### src/rtl/cpu_uart_bridge_pkg.sv
// Shared UART definitions: the bit-phase state enum, frame width and RX FIFO depth.
package lib_uart;

    typedef enum logic [1:0] {
        IDLE,
        START,
        DATA,
        STOP
    } UART_STATE;

    localparam int unsigned FRAME_BITS = 8;
    localparam int unsigned FIFO_DEPTH = 4;

endpackage

### src/rtl/cpu_uart_bridge_if.sv
// CPU-side handshake of the UART bridge: write request/data/busy and read data/irq/ack.
interface cpu_uart_bridge_if;

    logic        w_req;
    logic [31:0] w_data;
    logic        w_busy;
    logic [31:0] r_data;
    logic        irr;
    logic        ack;

    modport master (
        output w_req, w_data, ack,
        input  w_busy, r_data, irr
    );

    modport slave (
        input  w_req, w_data, ack,
        output w_busy, r_data, irr
    );

endinterface

### src/rtl/cpu_uart_bridge_rx.sv
// UART receive deserializer: 2-flop synchronizer, mid-bit sampling FSM and a one-cycle
// byte-valid strobe; framing errors are swallowed here.
module uart_rx
    import lib_uart::*;
#(
    parameter int unsigned CLKS_PER_BIT = 868
) (
    input  logic       clk,
    input  logic       rst,
    input  logic       rx_i,
    output logic [7:0] byte_o,
    output logic       valid_o
);

    localparam int CW = $clog2(CLKS_PER_BIT);

    logic           sync1_q;
    logic           sync2_q;
    logic           prev_q;
    UART_STATE      state_q;
    logic [CW-1:0]  cnt_q;
    logic [2:0]     idx_q;
    logic [7:0]     shift_q;
    logic           ferr_q;
    logic           valid_q;
    logic [7:0]     byte_q;

    always_ff @(posedge clk or posedge rst) begin
        if (rst) begin
            sync1_q <= 1'b1;
            sync2_q <= 1'b1;
            prev_q  <= 1'b1;
            state_q <= IDLE;
            cnt_q   <= '0;
            idx_q   <= '0;
            shift_q <= '0;
            ferr_q  <= 1'b0;
            valid_q <= 1'b0;
            byte_q  <= '0;
        end else begin
            sync1_q <= rx_i;
            sync2_q <= sync1_q;
            prev_q  <= sync2_q;
            valid_q <= 1'b0;
            case (state_q)
                IDLE: begin
                    if (prev_q && !sync2_q) begin
                        state_q <= START;
                        cnt_q   <= '0;
                    end
                end
                START: begin
                    // Half-bit check rejects glitches and aligns later samples to mid-bit.
                    if (cnt_q == CW'(CLKS_PER_BIT / 2 - 1)) begin
                        cnt_q   <= '0;
                        idx_q   <= '0;
                        state_q <= sync2_q ? IDLE : DATA;
                    end else begin
                        cnt_q <= cnt_q + 1'b1;
                    end
                end
                DATA: begin
                    if (cnt_q == CW'(CLKS_PER_BIT - 1)) begin
                        cnt_q   <= '0;
                        shift_q <= {sync2_q, shift_q[7:1]};
                        if (idx_q == 3'(FRAME_BITS - 1)) begin
                            state_q <= STOP;
                        end else begin
                            idx_q <= idx_q + 1'b1;
                        end
                    end else begin
                        cnt_q <= cnt_q + 1'b1;
                    end
                end
                STOP: begin
                    // After a framing error, hold here until the line returns high.
                    if (ferr_q) begin
                        if (sync2_q) begin
                            ferr_q  <= 1'b0;
                            state_q <= IDLE;
                        end
                    end else if (cnt_q == CW'(CLKS_PER_BIT - 1)) begin
                        cnt_q <= '0;
                        if (sync2_q) begin
                            byte_q  <= shift_q;
                            valid_q <= 1'b1;
                            state_q <= IDLE;
                        end else begin
                            ferr_q <= 1'b1;
                        end
                    end else begin
                        cnt_q <= cnt_q + 1'b1;
                    end
                end
                default: state_q <= IDLE;
            endcase
        end
    end

    assign byte_o  = byte_q;
    assign valid_o = valid_q;

endmodule

### src/rtl/cpu_uart_bridge.sv
// CPU-to-UART bridge: 8N1 transmitter, receive holding register and CPU handshake.
// Define UART_RX_FIFO_EN to replace the holding register with a 4-entry receive FIFO.
module cpu_uart_bridge
    import lib_uart::*;
#(
    parameter int unsigned CLKS_PER_BIT = 868
) (
    input  logic             clk,
    input  logic             rst,
    cpu_uart_bridge_if.slave bus,
    output logic             uart_tx,
    input  logic             uart_rx
);

    localparam int CW = $clog2(CLKS_PER_BIT);

    UART_STATE      tx_state_q;
    logic [CW-1:0]  tx_cnt_q;
    logic [2:0]     tx_idx_q;
    logic [7:0]     tx_data_q;
    logic           tx_q;
    logic           busy_q;

    always_ff @(posedge clk or posedge rst) begin
        if (rst) begin
            tx_state_q <= IDLE;
            tx_cnt_q   <= '0;
            tx_idx_q   <= '0;
            tx_data_q  <= '0;
            tx_q       <= 1'b1;
            busy_q     <= 1'b0;
        end else begin
            case (tx_state_q)
                IDLE: begin
                    if (bus.w_req && !busy_q) begin
                        tx_data_q  <= bus.w_data[7:0];
                        tx_state_q <= START;
                        tx_cnt_q   <= '0;
                        tx_q       <= 1'b0;
                        busy_q     <= 1'b1;
                    end
                end
                START: begin
                    if (tx_cnt_q == CW'(CLKS_PER_BIT - 1)) begin
                        tx_cnt_q   <= '0;
                        tx_idx_q   <= '0;
                        tx_q       <= tx_data_q[0];
                        tx_state_q <= DATA;
                    end else begin
                        tx_cnt_q <= tx_cnt_q + 1'b1;
                    end
                end
                DATA: begin
                    if (tx_cnt_q == CW'(CLKS_PER_BIT - 1)) begin
                        tx_cnt_q <= '0;
                        if (tx_idx_q == 3'(FRAME_BITS - 1)) begin
                            tx_q       <= 1'b1;
                            tx_state_q <= STOP;
                        end else begin
                            tx_idx_q <= tx_idx_q + 1'b1;
                            tx_q     <= tx_data_q[tx_idx_q + 3'd1];
                        end
                    end else begin
                        tx_cnt_q <= tx_cnt_q + 1'b1;
                    end
                end
                STOP: begin
                    if (tx_cnt_q == CW'(CLKS_PER_BIT - 1)) begin
                        tx_cnt_q   <= '0;
                        tx_state_q <= IDLE;
                        busy_q     <= 1'b0;
                    end else begin
                        tx_cnt_q <= tx_cnt_q + 1'b1;
                    end
                end
                default: tx_state_q <= IDLE;
            endcase
        end
    end

    assign uart_tx    = tx_q;
    assign bus.w_busy = busy_q;

    logic       rx_valid;
    logic [7:0] rx_byte;

    uart_rx #(
        .CLKS_PER_BIT(CLKS_PER_BIT)
    ) u_rx (
        .clk    (clk),
        .rst    (rst),
        .rx_i   (uart_rx),
        .byte_o (rx_byte),
        .valid_o(rx_valid)
    );

`ifdef UART_RX_FIFO_EN
    localparam int PW   = $clog2(FIFO_DEPTH);
    localparam int CNTW = PW + 1;

    logic [7:0]      fifo_q [FIFO_DEPTH];
    logic [PW-1:0]   rd_ptr_q;
    logic [PW-1:0]   wr_ptr_q;
    logic [CNTW-1:0] count_q;
    logic            push;
    logic            pop;

    assign push = rx_valid && (count_q != CNTW'(FIFO_DEPTH));
    assign pop  = bus.ack && (count_q != '0);

    always_ff @(posedge clk or posedge rst) begin
        if (rst) begin
            for (int unsigned i = 0; i < FIFO_DEPTH; i++) begin
                fifo_q[i] <= '0;
            end
            rd_ptr_q <= '0;
            wr_ptr_q <= '0;
            count_q  <= '0;
        end else begin
            if (push) begin
                fifo_q[wr_ptr_q] <= rx_byte;
                wr_ptr_q         <= wr_ptr_q + 1'b1;
            end
            if (pop) begin
                rd_ptr_q <= rd_ptr_q + 1'b1;
            end
            case ({push, pop})
                2'b10:   count_q <= count_q + 1'b1;
                2'b01:   count_q <= count_q - 1'b1;
                default: count_q <= count_q;
            endcase
        end
    end

    assign bus.r_data = (count_q != '0) ? {24'h0, fifo_q[rd_ptr_q]} : '0;
    assign bus.irr    = (count_q != '0);
`else
    logic [7:0] rdata_q;
    logic       irr_q;

    // A completing byte takes priority over a same-cycle ack and overwrites any unread byte.
    always_ff @(posedge clk or posedge rst) begin
        if (rst) begin
            rdata_q <= '0;
            irr_q   <= 1'b0;
        end else if (rx_valid) begin
            rdata_q <= rx_byte;
            irr_q   <= 1'b1;
        end else if (bus.ack && irr_q) begin
            irr_q <= 1'b0;
        end
    end

    assign bus.r_data = {24'h0, rdata_q};
    assign bus.irr    = irr_q;
`endif

endmodule

### src/flat_wrapper.sv
// flat-port wrapper written by rule: the top's interface ports become plain ports
module cpu_uart_bridge_flat import lib_uart::*;
#(
    parameter int unsigned CLKS_PER_BIT = 868
)
  (clk, rst, uart_tx, uart_rx, bus_w_req, bus_w_data, bus_ack, bus_w_busy, bus_r_data, bus_irr);
  cpu_uart_bridge_if bus_i ();
  input  logic clk;
  input  logic rst;
  output logic uart_tx;
  input  logic uart_rx;
  input wire logic [$bits(bus_i.w_req)-1:0] bus_w_req;
  input wire logic [$bits(bus_i.w_data)-1:0] bus_w_data;
  input wire logic [$bits(bus_i.ack)-1:0] bus_ack;
  output wire logic [$bits(bus_i.w_busy)-1:0] bus_w_busy;
  output wire logic [$bits(bus_i.r_data)-1:0] bus_r_data;
  output wire logic [$bits(bus_i.irr)-1:0] bus_irr;
  assign bus_i.w_req = bus_w_req;
  assign bus_i.w_data = bus_w_data;
  assign bus_i.ack = bus_ack;
  assign bus_w_busy = bus_i.w_busy;
  assign bus_r_data = bus_i.r_data;
  assign bus_irr = bus_i.irr;
  cpu_uart_bridge #(.CLKS_PER_BIT(CLKS_PER_BIT)) u_core (.clk(clk), .rst(rst), .bus(bus_i), .uart_tx(uart_tx), .uart_rx(uart_rx));
endmodule
### config.mk
export PLATFORM = sky130hd
export DESIGN_NAME = cpu_uart_bridge_flat
export DESIGN_NICKNAME = d
export VERILOG_FILES = /design/src/rtl/cpu_uart_bridge_pkg.sv /design/src/rtl/cpu_uart_bridge_if.sv /design/src/rtl/cpu_uart_bridge_rx.sv /design/src/rtl/cpu_uart_bridge.sv /design/src/flat_wrapper.sv
export SDC_FILE = /design/constraint.sdc
export NUM_CORES = 1
export LEC_CHECK = 0
export CAP_MARGIN = 40
export CORE_MARGIN = 2
export CORE_UTILIZATION = 56
export CTS_CLUSTER_DIAMETER = 150
export CTS_CLUSTER_SIZE = 12
export DETAILED_ROUTE_END_ITERATION = 10
export PLACE_DENSITY_LB_ADDON = 0.08
export SKIP_LAST_GASP = 1
export SYNTH_ARGS = -nofsm -noshare
export SYNTH_HDL_FRONTEND = slang
export SYNTH_HIERARCHICAL = 1
export SYNTH_SLANG_ARGS = --single-unit
### constraint.sdc
create_clock -name clk -period 5.2 [get_ports clk]
set_clock_uncertainty 0.1 [all_clocks]
set_input_delay 1.04 -clock clk [delete_from_list [all_inputs] [get_ports clk]]
set_output_delay 1.04 -clock clk [all_outputs]
set_load 0.005 [all_outputs]
==> flow_metrics.py <==
metrics = {
    "die": {
        "boundaryPins": 72,
        "floorplan.core_area_sq_um": 6350,
        "fp.dieArea_sq_um": 7220,
        "floorplan.die.width_microns": 85.0,
        "floorplan.die.height_microns": 85.0,
        "floorplan.initialDensity_pct": 57.8,
        "rows": 29,
    },
    "pwr": {
        "reg_power_share_pct": 51.2,
        "vdd_drop_max_mv": 0.243,
        "power_switching_mw": 0.306,
        "power.combinational.fraction_pct": 7.7,
        "cellLeakagePower_nw": 1.92,
        "power_per_cell_area_nw_per_um2": 293,
        "netSwitchingFraction_pct": 25.5,
        "internal_power_mw": 0.893,
        "share_clk_of_total_power_pct": 41.1,
    },
    "run_status": {
        "run_status": "finished clean",
    },
    "cts": {
        "cts-root-to-sink-buffers": 2,
        "total_of_hold_buffers_inserted_after_clock_tree_synthesis": 0,
        "cts_root_buf": "sky130_fd_sc_hd__clkbuf_8",
        "worstSkewPairLatency_ns": 0.34,
        "cts_setup_buffers": 0,
        "tritoncts.num_buffers": 9,
        "cts.sinks": 70,
        "worst_setup_hold_path_clk_slew_ns": 0.08,
        "cts-htree-levels": 3,
        "tritoncts_clock_tree": "done",
        "cts_resized": 0,
    },
    "worst_setup_path": {
        "worst_r2r_endpoint": "u_core/u_rx/shift_q[7]",
        "family_of_cells_with_the_greatest_summed_delay_on_the_critical_path": "flip-flops",
        "crit_path_top_delay_cell": "sky130_fd_sc_hd__dfstp_2",
        "critical_path_peak_fanout": 2,
        "timing.critical_path.depth": 1,
        "critical_path.reg2reg.startpoint": "u_core/u_rx/cnt_q[4]",
        "worstPathBufferInverterCount": 1,
        "critPathMaxStageDelay_ns": 0.54,
        "worst-endpoint-required_ns": 4.06,
        "timing.reg2reg.worst_path_depth": 4,
        "critical_path_class": "flip-flop to output pin",
        "crit_path_start": "u_core/uart_tx",
        "endpoint_kind": "output pin",
        "timing.critical_path.from_type": "flip-flop",
        "crit_chain": "clkdlybuf4s50_1",
        "crit_arrival_ns": 1.36,
        "rrSetupSlack_ns": 3.01,
        "critPathCapture": "uart_tx",
    },
    "grt": {
        "number_of_global_route_vias_before_repair": 2264,
        "antenna_violations_before_repair": 0,
        "grt_util_all_layers_pct": 18.3,
        "largest_net_degree_at_the_start_of_global_routing": 37,
        "grt_remaining_overflow": 0,
        "grt_first_pass_wirelength_microns": 10600,
    },
    "synth": {
        "synthesis.yosys.warnings": 6,
        "ys_ff_latch": 70,
        "syn-cell-area_sq_um": 3670,
        "seq_area_frac_synth_pct": 47.8,
        "ys_dominant_reg_cell": "sky130_fd_sc_hd__dfrtp_1",
        "dominant_combinational_cell_family_by_area_after_synthesis": "simple AND/OR/NAND/NOR gates",
        "instance_count_of_the_mapped_netlist": 326,
        "share_of_synthesized_cell_area_in_full_adder_half_adder_and_majority_cells_pct": 3.75,
        "synth_compound_area_share_pct": 13.2,
        "synth-simple-area-share_pct": 14.0,
        "synth_area_per_cell_sq_um": 11.3,
        "synth.lib_cells_used.distinct": 61,
        "ys_async_sr_fraction_pct": 100,
        "synth_mux_area_share_pct": 12.8,
        "synth_enable_flop_cells": 0,
        "xor_xnor_share_of_the_synthesized_area_pct": 0,
    },
    "placed_design": {
        "place_hpwl_microns": 4190,
        "post-place-cells": 415,
        "buffer_ports.inserted": 23,
        "global_placer_s_final_weighted_congestion": 0.811,
    },
    "route": {
        "route.detailed.drc": 0,
        "detailed_router_iteration_count_before_antenna_repair": 4,
        "routed_wirelength_microns": 6260,
        "avgRoutedWirePerCell_microns": 14.5,
        "detail_route.iter0.violations": 84,
        "antenna_left": 0,
        "viasPerCell": 5.70,
        "detailroute.via_count": 2458,
    },
    "sta": {
        "fin_tns_setup_ns": 0,
        "finalHoldViolCount": 0,
        "timing.max_slew.rel_slack_pct": 64.0,
        "tightest_slew_ns": 0.530,
        "layout_min_cycle_time_ns": 2.50,
        "timing.final.setup_violations": 0,
        "final_number_of_max_transition_violations": 0,
        "rsz0062_at_grt": "no",
        "timing.fmax_mhz": 401,
        "hold_slack_ns": 0.261,
        "period_share_pct": 48.0,
    },
    "finish": {
        "final_core_occ_pct": 64.4,
        "drive_above_1_share_pct": 15.5,
        "layout.nets": 397,
        "layoutNonFillerInstCount": 431,
        "syn2layout_area_growth_pct": 11.3,
        "antennaDiodeCount": 0,
    },
    "run": {
        "max_capacitance_violation_count": 0,
    },
    "worst_hold_path": {
        "path_category_of_the_worst_min_delay_check": "flip-flop to flip-flop",
    },
}
## registers in the layout, summed over array words and instances (netlist names), named ones only
signal               cells
u_core/bus.irr           1
u_core/bus.w_busy        1
u_core/rdata_q           8
u_core/tx_cnt_q         10
u_core/tx_data_q         8
u_core/tx_idx_q          3
u_core/tx_state_q        2
u_core/u_rx/byte_o       8
u_core/u_rx/cnt_q       10
u_core/u_rx/ferr_q       1
u_core/u_rx/idx_q        3
u_core/u_rx/prev_q       1
u_core/u_rx/shift_q      8
u_core/u_rx/state_q      1
u_core/u_rx/sync1_q      1
u_core/u_rx/sync2_q      1
u_core/u_rx/valid_o      1
u_core/uart_tx           1
## routing by layer
layer	share of wire, %	vias up	track usage, %
met5	0	-	0
met4	1.2	0	7.65
met3	3.2	7	4.57
met2	49	43	29.0
met1	47	1220	24.2
li1	-	1188	-
## worst min path at each step
stage / startpoint / to / slack [ns] / cells after the start
floorplan: u_core/u_rx/sync1_q / u_core/u_rx/sync2_q / 0.25 / 0
global placement: u_core/u_rx/sync1_q / u_core/u_rx/sync2_q / 0.25 / 0
detailed placement: u_core/u_rx/sync1_q / u_core/u_rx/sync2_q / 0.25 / 0
CTS: u_core/u_rx/sync1_q / u_core/u_rx/sync2_q / 0.26 / 0
global route: u_core/u_rx/sync1_q / u_core/u_rx/sync2_q / 0.26 / 0
finish: u_core/u_rx/sync1_q / u_core/u_rx/sync2_q / 0.26 / 0
## per-stage QoR
stage          instance area (sq um)  setup slack, ns  power, mW
3_3_place_gp                    3870             2.61      0.711
3_5_place_dp                    3870             2.60      0.716
5_1_grt                         4090             2.66       1.26
6_report                        4090             2.70       1.20
4_1_cts                         4090             2.68       1.22
2_1_floorplan                   3760             3.13      0.697
## Yosys cell counts, types with 3 or more instances
| cell | count | area (sq um) |
|---|---|---|
| sky130_fd_sc_hd__a21oi_1 | 9 | 45.0 |
| sky130_fd_sc_hd__mux2_1 | 16 | 180 |
| sky130_fd_sc_hd__buf_2 | 3 | 15.0 |
| sky130_fd_sc_hd__a22o_1 | 8 | 70.1 |
| sky130_fd_sc_hd__ha_1 | 11 | 138 |
| sky130_fd_sc_hd__nor2b_1 | 4 | 25.0 |
| sky130_fd_sc_hd__buf_4 | 26 | 195 |
| sky130_fd_sc_hd__nor3b_1 | 3 | 22.5 |
| sky130_fd_sc_hd__and3_1 | 5 | 31.3 |
| sky130_fd_sc_hd__clkbuf_1 | 7 | 26.3 |
| sky130_fd_sc_hd__and4_1 | 3 | 26.3 |
| sky130_fd_sc_hd__nand2_1 | 21 | 78.8 |
| sky130_fd_sc_hd__o31ai_1 | 4 | 30.0 |
| sky130_fd_sc_hd__o21ai_0 | 11 | 55.1 |
| sky130_fd_sc_hd__and2_1 | 3 | 18.8 |
| sky130_fd_sc_hd__mux2_2 | 20 | 225 |
| sky130_fd_sc_hd__dfstp_2 | 4 | 105 |
| sky130_fd_sc_hd__nand3_1 | 9 | 45.0 |
| sky130_fd_sc_hd__nand4_1 | 5 | 31.3 |
| sky130_fd_sc_hd__a2bb2oi_1 | 3 | 26.3 |
| sky130_fd_sc_hd__nand2b_1 | 5 | 31.3 |
| sky130_fd_sc_hd__a31oi_1 | 6 | 37.5 |
| sky130_fd_sc_hd__mux2i_1 | 3 | 30.0 |
| sky130_fd_sc_hd__a21o_1 | 5 | 37.5 |
| sky130_fd_sc_hd__nor2_1 | 6 | 22.5 |
| sky130_fd_sc_hd__inv_1 | 17 | 63.8 |
| sky130_fd_sc_hd__dfrtp_1 | 66 | 1650 |
## kinds of logic (layout without fill, tap and decap cells)
group / Yosys count / in the layout
AOI/OAI and AO/OA: 66 / 66
adders and majority gates: 11 / 11
buffers and inverters: 54 / 59
DFF: 70 / 70
muxes: 41 / 41
other: 1 / 24
and+or+nand+nor: 83 / 83
## cells in the final DEF (no fill, tap or decap), types with 3 or more instances in the layout
cell	instances
sky130_fd_sc_hd__a21o_1	5
sky130_fd_sc_hd__a21oi_1	9
sky130_fd_sc_hd__a22o_1	8
sky130_fd_sc_hd__a2bb2oi_1	3
sky130_fd_sc_hd__a31oi_1	6
sky130_fd_sc_hd__and2_1	3
sky130_fd_sc_hd__and3_1	5
sky130_fd_sc_hd__and4_1	3
sky130_fd_sc_hd__buf_4	3
sky130_fd_sc_hd__clkbuf_8	9
sky130_fd_sc_hd__clkdlybuf4s50_1	23
sky130_fd_sc_hd__conb_1	24
sky130_fd_sc_hd__dfrtp_1	66
sky130_fd_sc_hd__dfstp_2	4
sky130_fd_sc_hd__ha_1	11
sky130_fd_sc_hd__inv_1	17
sky130_fd_sc_hd__mux2_1	16
sky130_fd_sc_hd__mux2_2	20
sky130_fd_sc_hd__mux2i_1	3
sky130_fd_sc_hd__nand2_1	21
sky130_fd_sc_hd__nand2b_1	5
sky130_fd_sc_hd__nand3_1	9
sky130_fd_sc_hd__nand4_1	5
sky130_fd_sc_hd__nor2_1	6
sky130_fd_sc_hd__nor2b_1	4
sky130_fd_sc_hd__nor3b_1	3
sky130_fd_sc_hd__o21ai_0	11
sky130_fd_sc_hd__o31ai_1	4
## power by group through the flow
stage                     Clock (mW)  Combinational, mW  Sequential [mW]
final                          0.494             0.0919            0.614
after detailed placement           0             0.0929            0.623
after CTS                      0.509             0.0936            0.613
after floorplan                    0             0.0915            0.605
after global routing           0.530              0.107            0.623
after global placement             0             0.0904            0.621
## final cells by class
class / instances / area (sq um)
clock buffers: 10 / 128
multi-input cells: 225 / 1700
fillers: 507 / 2260
repair buffers: 26 / 253
flip-flops and latches: 70 / 1760
well taps: 77 / 96.3
clock inverters: 6 / 93.8
inverters: 17 / 63.8
No activity file was read; power rests on OpenSTA's default activity.
